`src/rtl/seg7_scan_driver.sv`:
```
// Three-digit multiplexed 7-segment driver with per-slot dead time and per-frame digit snapshot.
// Optional leading-zero blanking is enabled with the SEG7_LEADING_ZERO_BLANK_EN macro.
module seg7_scan_driver #(
    parameter int unsigned PRESCALE     = 50000,
    parameter int unsigned BLANK_CYCLES = 500
) (
    input  logic       clk,
    input  logic       rst,
    input  logic [3:0] bcd_u,
    input  logic [3:0] bcd_d,
    input  logic [3:0] bcd_c,
    output logic [6:0] seg,
    output logic [2:0] an,
    output logic       frame_done
);

    localparam int unsigned   CW        = (PRESCALE > 1) ? $clog2(PRESCALE) : 1;
    localparam logic [CW-1:0] CNT_MAX   = CW'(PRESCALE - 1);
    localparam logic [CW-1:0] BLANK_END = CW'(BLANK_CYCLES);

    logic [CW-1:0] cnt_q, cnt_d;
    logic [1:0]    idx_q, idx_d;
    logic [3:0]    snap_u_q, snap_u_d;
    logic [3:0]    snap_d_q, snap_d_d;
    logic [3:0]    snap_c_q, snap_c_d;
    logic [6:0]    seg_q, seg_d;
    logic [2:0]    an_q, an_d;
    logic          done_q, done_d;

    logic          frame_end;
    logic [3:0]    digit;
    logic [2:0]    onehot;
    logic          digit_blank;
    logic          show;

    function automatic logic [6:0] decode(input logic [3:0] v);
        logic [6:0] s;
        case (v)
            4'd0:    s = 7'b1111110;
            4'd1:    s = 7'b0110000;
            4'd2:    s = 7'b1101101;
            4'd3:    s = 7'b1111001;
            4'd4:    s = 7'b0110011;
            4'd5:    s = 7'b1011011;
            4'd6:    s = 7'b1011111;
            4'd7:    s = 7'b1110000;
            4'd8:    s = 7'b1111111;
            4'd9:    s = 7'b1111011;
            default: s = 7'b1001111;
        endcase
        return s;
    endfunction

    // Outputs are registered from the next-state values so they line up with (idx, cnt).
    always_comb begin
        frame_end = (idx_q == 2'd2) && (cnt_q == CNT_MAX);

        cnt_d = cnt_q + CW'(1);
        idx_d = idx_q;
        if (cnt_q == CNT_MAX) begin
            cnt_d = '0;
            idx_d = (idx_q == 2'd2) ? 2'd0 : idx_q + 2'd1;
        end

        snap_u_d = snap_u_q;
        snap_d_d = snap_d_q;
        snap_c_d = snap_c_q;
        if (frame_end) begin
            snap_u_d = bcd_u;
            snap_d_d = bcd_d;
            snap_c_d = bcd_c;
        end

        case (idx_d)
            2'd0: begin
                digit  = snap_u_d;
                onehot = 3'b001;
            end
            2'd1: begin
                digit  = snap_d_d;
                onehot = 3'b010;
            end
            2'd2: begin
                digit  = snap_c_d;
                onehot = 3'b100;
            end
            default: begin
                digit  = snap_u_d;
                onehot = 3'b000;
            end
        endcase

        digit_blank = 1'b0;
`ifdef SEG7_LEADING_ZERO_BLANK_EN
        if (idx_d == 2'd2 && snap_c_d == 4'd0)
            digit_blank = 1'b1;
        if (idx_d == 2'd1 && snap_c_d == 4'd0 && snap_d_d == 4'd0)
            digit_blank = 1'b1;
`else
        digit_blank = 1'b0;
`endif

        show   = (cnt_d >= BLANK_END) && !digit_blank;
        seg_d  = show ? decode(digit) : '0;
        an_d   = show ? onehot : '0;
        done_d = (idx_d == 2'd2) && (cnt_d == CNT_MAX);
    end

    always_ff @(posedge clk or posedge rst) begin
        if (rst) begin
            cnt_q    <= '0;
            idx_q    <= '0;
            snap_u_q <= '0;
            snap_d_q <= '0;
            snap_c_q <= '0;
            seg_q    <= '0;
            an_q     <= '0;
            done_q   <= 1'b0;
        end else begin
            cnt_q    <= cnt_d;
            idx_q    <= idx_d;
            snap_u_q <= snap_u_d;
            snap_d_q <= snap_d_d;
            snap_c_q <= snap_c_d;
            seg_q    <= seg_d;
            an_q     <= an_d;
            done_q   <= done_d;
        end
    end

    assign seg        = seg_q;
    assign an         = an_q;
    assign frame_done = done_q;

endmodule

```
`config.mk`:
```
export PLATFORM = sky130hd
export DESIGN_NAME = seg7_scan_driver
export DESIGN_NICKNAME = d
export VERILOG_FILES = /design/src/rtl/seg7_scan_driver.sv
export SDC_FILE = /design/constraint.sdc
export NUM_CORES = 1
export LEC_CHECK = 0
export BUFFER_PORTS_ARGS = -buffer_cell sky130_fd_sc_hd__buf_2
export CAP_MARGIN = 40
export CORE_MARGIN = 3
export CORE_UTILIZATION = 35
export CTS_CLUSTER_SIZE = 40
export DETAILED_ROUTE_END_ITERATION = 8
export PLACE_DENSITY_LB_ADDON = 0.08
export SLEW_MARGIN = 20
export SYNTH_ARGS = -nofsm -noshare
export SYNTH_HDL_FRONTEND = slang
export SYNTH_SLANG_ARGS = --single-unit
export TNS_END_PERCENT = 100
```
`constraint.sdc`:
```
create_clock -name clk -period 4.25 [get_ports clk]
set_clock_uncertainty 0.05 [all_clocks]
set_input_delay 0 -clock clk [delete_from_list [all_inputs] [get_ports clk]]
set_output_delay 0 -clock clk [all_outputs]
set_load 0.01 [all_outputs]
```
==> flow_metrics.env, run 1 <==
export IMPL_p_clk_share_pct=37.5
export IMPL_clk_pin_slew_ns=0.08
export IMPL_root_buffer="clkbuf_8"
export IMPL_async_reset_ff_share_pct=100
export IMPL_clock_latency_ns=0.29
export IMPL_slew_violations=0
export IMPL_internal_power_mw=0.542
export IMPL_synthAdderAreaFrac_pct=6.09
export IMPL_die_x_um=86.4
export IMPL_cts_sinks=41
export IMPL_synthXorXnorAreaFrac_pct=4.26
export IMPL_via_count=1685
export IMPL_grt_antenna_before_repair=0
export IMPL_synth_seq_cells=41
export IMPL_rsz0062_at_grt="no"
export IMPL_synth_warnings=0
export IMPL_grt_use_total_pct=15.1
export IMPL_cts_resized=0
export IMPL_max_clock_path_buffers=2
export IMPL_fin_crit_ns=3.96
export IMPL_pin_count=25
export IMPL_grt_max_degree=42
export IMPL_syn_avg_cell_area_um2=10.5
export IMPL_drtIter0Drc=103
export IMPL_dr_pass1_iters=4
export IMPL_seqPwrFrac_pct=57.0
export IMPL_critPathArrivalTime_ns=4.09
export IMPL_ant_nets=0
export IMPL_crit_required_ns=4.38
export IMPL_synthSimpleGateAreaFrac_pct=20.4
export IMPL_p_switching_mw=0.151
export IMPL_overflow=0
export IMPL_area_growth_pct=18.7
export IMPL_syn_cell_area_um2=2260
export IMPL_nets=281
export IMPL_wl_per_cell_um=15.1
export IMPL_synth_top_family_by_area="simple AND/OR/NAND/NOR gates"
export IMPL_synth_most_common_cell="dfrtp_1"
export IMPL_die_area_um2=7460
export IMPL_hold_violations=0
export IMPL_sw_frac_of_total_pct=21.7
export IMPL_powerDensity_nw_per_um2=258
export IMPL_synth_flop_cell="dfrtp_1"
export IMPL_synth_cell_type_count=48
export IMPL_gp_congestion=0.768
export IMPL_synth_top_area_share_pct=45.4
export IMPL_netlist_instances=216
export IMPL_setup_viol=0
export IMPL_holdWs_ns=0.331
export IMPL_worstMarginPinSlew_ns=0.544
export IMPL_synth_area_mux_share_pct=5.59
export IMPL_htreeDepth=2
export IMPL_grt_pass1_wl_mm=8.76
export IMPL_synth_top_area_cell="dfrtp_1"
export IMPL_peakVddDrop_v=0.000144
export IMPL_cp_max_fo=9
export IMPL_p_comb_share_pct=5.5
export IMPL_yosys_top_cells_area="dfrtp_1 (45%), ha_1 (6.1%), mux2_2 (4.5%)"
export IMPL_status="finished clean"
export IMPL_final_util_pct=44.0
export IMPL_cellLeakagePower_nw=1.21
export IMPL_synth_edf_count=0
export IMPL_drive_gt1_share_pct=22.3
export IMPL_crit_path_end_kind="flop"
export IMPL_synth_compound_area_share_pct=14.1
export IMPL_max_slew_margin_pct=63.7
export IMPL_core_area_um2=6100
export IMPL_io_buffer_count=24
export IMPL_n_antenna_cell=0
export IMPL_max_freq_ghz=0.253
export IMPL_hpwl_mm=3.61
export IMPL_start_util_pct=37.1
export IMPL_fp_dieH_um=86.4
export IMPL_std_cell_rows=28
export IMPL_critPathKind="flop to flop"
export IMPL_synth_commonest_cells="dfrtp_1 (41), nand2_1 (21), inv_1 (13)"
export IMPL_ys_seq_area_share_pct=45.4
export IMPL_grt_pass1_vias=1784
export IMPL_drc=0
export IMPL_numCtsBuffers=5
export IMPL_tns_ns=0
export IMPL_fin_crit_sh_pct=93.2
export IMPL_drt_wl_total_mm=4.99
export IMPL_cts_tree="done"
export IMPL_min_path_type="input pin to asynchronous set/reset pin"
export IMPL_setup_worst_path_start_class="flop"
export IMPL_viasPerCell=5.09
export IMPL_drv_cap=0
export IMPL_syn_nets=241
## power groups by stage
| stage | clock, mW | sequential [mW] | combinational [mW] |
|---|---|---|---|
| floorplan | 0 | 0.402 | 0.0182 |
| global placement | 0 | 0.402 | 0.0301 |
| detailed placement | 0 | 0.403 | 0.0300 |
| CTS | 0.271 | 0.395 | 0.0392 |
| global route | 0.289 | 0.395 | 0.0438 |
| finish | 0.260 | 0.395 | 0.0383 |
## flip-flops by register name, summed over array words and instances, names as in the netlist
name	flops
snap_d_q	4
seg	7
snap_u_q	4
frame_done	1
idx_q	2
snap_c_q	4
an	3
cnt_q	16
## per-layer routing
metal | global-route usage, % | routed length (um)
met5 | 0 | 0
met4 | 5.38 | 95
met3 | 3.80 | 138
met2 | 25.3 | 2480
met1 | 18.7 | 2280
## cells in the final DEF (no fill, tap or decap), drive strengths merged, types with 8 or more instances in the layout
| cell | Yosys | final |
|---|---|---|
| dfrtp | 41 | 41 |
| mux2 | 10 | 10 |
| buf | 4 | 29 |
| ha | 11 | 11 |
| dlygate4sd3 | 0 | 13 |
| nand2 | 21 | 21 |
| nand4 | 9 | 9 |
| nor2 | 9 | 9 |
| inv | 13 | 13 |
| nand3 | 8 | 8 |
| o21ai | 9 | 9 |
## cells by family after synthesis
| logic type | count (synthesis) |
|---|---|
| DFF | 41 |
| and+or+nand+nor | 80 |
| AOI/OAI and AO/OA | 40 |
| buffers and inverters | 22 |
| muxes | 11 |
| xor gates and xnor gates | 11 |
| adders and majority gates | 11 |
## through the flow
| stage | total power, mW | std cells | worst slack [ns] | instance area [um2] |
|---|---|---|---|---|
| 4_1_cts | 0.705 | 331 | 0.284 | 2680 |
| 3_5_place_dp | 0.433 | 311 | 0.299 | 2470 |
| 2_1_floorplan | 0.420 | 216 | 0.490 | 2260 |
| 5_1_grt | 0.728 | 331 | 0.00726 | 2680 |
| 3_3_place_gp | 0.433 | 311 | 0.382 | 2470 |
| 6_report | 0.693 | 331 | 0.290 | 2680 |
## timing repair
item,CTS,global route
hold buffers,13,0
hold endpoints to repair,53,0
setup buffers,0,0
## critical path, stage by stage (launching register included)
cell and delay, ns:
dfrtp_1 0.47, or4_4 0.58, or4_1 0.63, nor2_1 0.12, nand2_1 0.05, and2_1 0.20, ha_1 0.45, nand2_1 0.11
a21oi_1 0.06, a311oi_4 0.42, inv_1 0.12, ha_1 0.21, nand2b_1 0.14, o221a_2 0.22
## cell type report
cell class | count | area [um2]
Sequential cell | 41 | 1030
Fill cell | 611 | 3410
Tap cell | 75 | 93.8
Clock buffer | 7 | 86.3
Multi-Input combinational cell | 153 | 1140
Timing Repair Buffer | 42 | 288
Inverter | 13 | 48.8
## final timing paths
check	startpoint	end	slack, ns	cells after the start
setup / recovery	cnt_q[4]$_DFF_PP0_	seg[2]$_DFF_PP0_	0.29	13
max in group asynchronous	rst	cnt_q[8]$_DFF_PP0_	3.44	4
min in group clk	bcd_u[0]	snap_u_q[0]$_DFF_PP0_	0.43	4
hold / removal	rst	seg[5]$_DFF_PP0_	0.33	4
hold reg to reg	snap_u_q[0]$_DFF_PP0_	snap_u_q[0]$_DFF_PP0_	0.46	2
setup reg to reg	cnt_q[4]$_DFF_PP0_	seg[2]$_DFF_PP0_	0.29	13
No activity file was read; power rests on OpenSTA's default activity.
==> run 2, diff against run 1 <==
CORE_ASPECT_RATIO = 0.8   (was default)
REMOVE_ABC_BUFFERS = 1   (was default)
SLEW_MARGIN = 10   (was 20)
==> flow_metrics.env, run 2 (synthesis results as in run 1) <==
export IMPL_root_buffer="clkbuf_8"
export IMPL_cts_sinks=41
export IMPL_pin_count=25
export IMPL_critPathArrivalTime_ns=4.11
export IMPL_finalNonFillerCells=337
export IMPL_overflow=0
export IMPL_die_x_um=95.8
export IMPL_slew_violations=0
export IMPL_hold_violations=0
export IMPL_area_growth_pct=18.6
export IMPL_grt_pass1_vias=1670
export IMPL_core_area_um2=6070
export IMPL_fin_crit_sh_pct=93.6
export IMPL_nets=280
export IMPL_nFillCells=593
export IMPL_finalPower_mw=0.681
export IMPL_crit_required_ns=4.38
export IMPL_max_slew_margin_pct=64.1
export IMPL_drive_gt1_share_pct=21.9
export IMPL_cellLeakagePower_nw=1.20
export IMPL_htreeDepth=2
export IMPL_min_path_type="input pin to asynchronous set/reset pin"
export IMPL_grt_max_degree=42
export IMPL_max_freq_ghz=0.251
export IMPL_final_util_pct=44.2
export IMPL_crit_path_end_kind="flop"
export IMPL_cts_tree="done"
export IMPL_drc=0
export IMPL_grt_use_total_pct=14.3
export IMPL_status="finished clean"
export IMPL_multi_input_area_um2=1140
export IMPL_powerDensity_nw_per_um2=254
export IMPL_largest_reg_flops=16
export IMPL_clock_latency_ns=0.29
export IMPL_drtIter0Drc=114
export IMPL_drt_wl_total_mm=4.91
export IMPL_critPathSlowestCell="or4_4"
export IMPL_tns_ns=0
export IMPL_dp_cells=316
export IMPL_peakVddDrop_v=0.000112
export IMPL_dr_pass1_iters=4
export IMPL_fin_crit_ns=3.98
export IMPL_n_antenna_cell=0
export IMPL_ant_nets=0
export IMPL_path_cells="or4_4, or4_4, nor2_1, nand2_1, and2_1, ha_1, a21oi_1, a311oi_4, inv_1, ha_1, nand2b_1, o221a_2"
export IMPL_die_area_um2=7460
export IMPL_final_common_cell="dfrtp_1"
export IMPL_regMostFlops="cnt_q"
export IMPL_max_clock_path_buffers=2
export IMPL_worstMarginPinSlew_ns=0.538
export IMPL_hpwl_mm=3.45
export IMPL_clk_pin_slew_ns=0.08
export IMPL_grt_pass1_wl_mm=8.38
export IMPL_drv_cap=0
export IMPL_start_util_pct=37.2
export IMPL_placed_cell_area_um2=2470
export IMPL_max_stage_delay_ns=0.62
export IMPL_fp_dieH_um=77.9
export IMPL_crit_family="simple AND/OR/NAND/NOR gates"
export IMPL_cp_max_fo=10
export IMPL_ff_latch_area_um2=1030
export IMPL_critPathKind="flop to flop"
export IMPL_final_cell_area_um2=2680
export IMPL_rsz0062_at_grt="no"
export IMPL_gp_congestion=0.823
export IMPL_wl_per_cell_um=14.6
export IMPL_grt_antenna_before_repair=0
export IMPL_final_cell_mix="dfrtp_1 (41), buf_2 (24), nand2_1 (21)"
export IMPL_setup_viol=0
export IMPL_numCtsBuffers=5
export IMPL_io_buffer_count=24
export IMPL_via_count=1688
export IMPL_setup_worst_path_start_class="flop"
export IMPL_critPathBufInv=1
export IMPL_std_cell_rows=25
export IMPL_viasPerCell=5.01
## run 2: area by class of cell
| cell class | instances | area share, % |
|---|---|---|
| Multi-Input combinational cell | 153 | 42.7 |
| Sequential cell | 41 | 38.3 |
| Timing Repair Buffer | 41 | 10.5 |
| Tap cell | 81 | 3.78 |
| Clock buffer | 8 | 2.99 |
| Inverter | 13 | 1.82 |
## run 2: metrics by stage
step / worst slack, ns / hold WS, ns
floorplan: 0.498 / 0.0843
global route: 0.0328 / 0.415
detailed placement: 0.172 / 0.119
finish: 0.273 / 0.342
CTS: 0.146 / 0.350
global placement: 0.249 / 0.122
## run 2: repair_timing
item / in CTS / in global routing
setup endpoints to repair: 0 / 5
resized for setup: 0 / 1
buffers inserted: 0 / 0
hold endpoints to repair: 53 / 0
hold buffers: 13 / 0
## run 2: final timing paths
| check | cells past startpoint | slack (ns) | to | start |
|---|---|---|---|---|
| worst max-delay path | 12 | 0.27 | seg[2]$_DFF_PP0_ | cnt_q[4]$_DFF_PP0_ |
| worst min-delay path | 4 | 0.34 | seg[6]$_DFF_PP0_ | rst |
| worst max register to register | 12 | 0.27 | seg[2]$_DFF_PP0_ | cnt_q[4]$_DFF_PP0_ |
| worst min register to register | 1 | 0.45 | snap_d_q[0]$_DFF_PP0_ | snap_d_q[0]$_DFF_PP0_ |
| max in group asynchronous | 4 | 3.45 | idx_q[0]$_DFF_PP0_ | rst |
| min in group clk | 3 | 0.44 | snap_c_q[3]$_DFF_PP0_ | bcd_c[3] |
## run 2: worst register-to-register path, cell delays in order (launching register included)
cell      delay, ns
dfrtp_1        0.47
or4_4          0.58
or4_4          0.62
nor2_1         0.11
nand2_1        0.06
and2_1         0.20
ha_1           0.55
a21oi_1        0.15
a311oi_4       0.38
inv_1          0.12
ha_1           0.21
nand2b_1       0.14
o221a_2        0.23
## run 2: per-layer routing
metal / vias to the layer above / track usage (%) / wire length, um
met5: - / 0 / 0
met4: 0 / 3.41 / 50
met3: 5 / 3.29 / 266
met2: 43 / 18.2 / 1830
met1: 787 / 23.7 / 2760
li1: 853 / - / -
## run 2: power by group
group          switching [mW]  internal (mW)
Combinational          0.0192         0.0198
Clock                   0.131          0.117
Sequential            0.00121          0.394
Total                   0.151          0.530
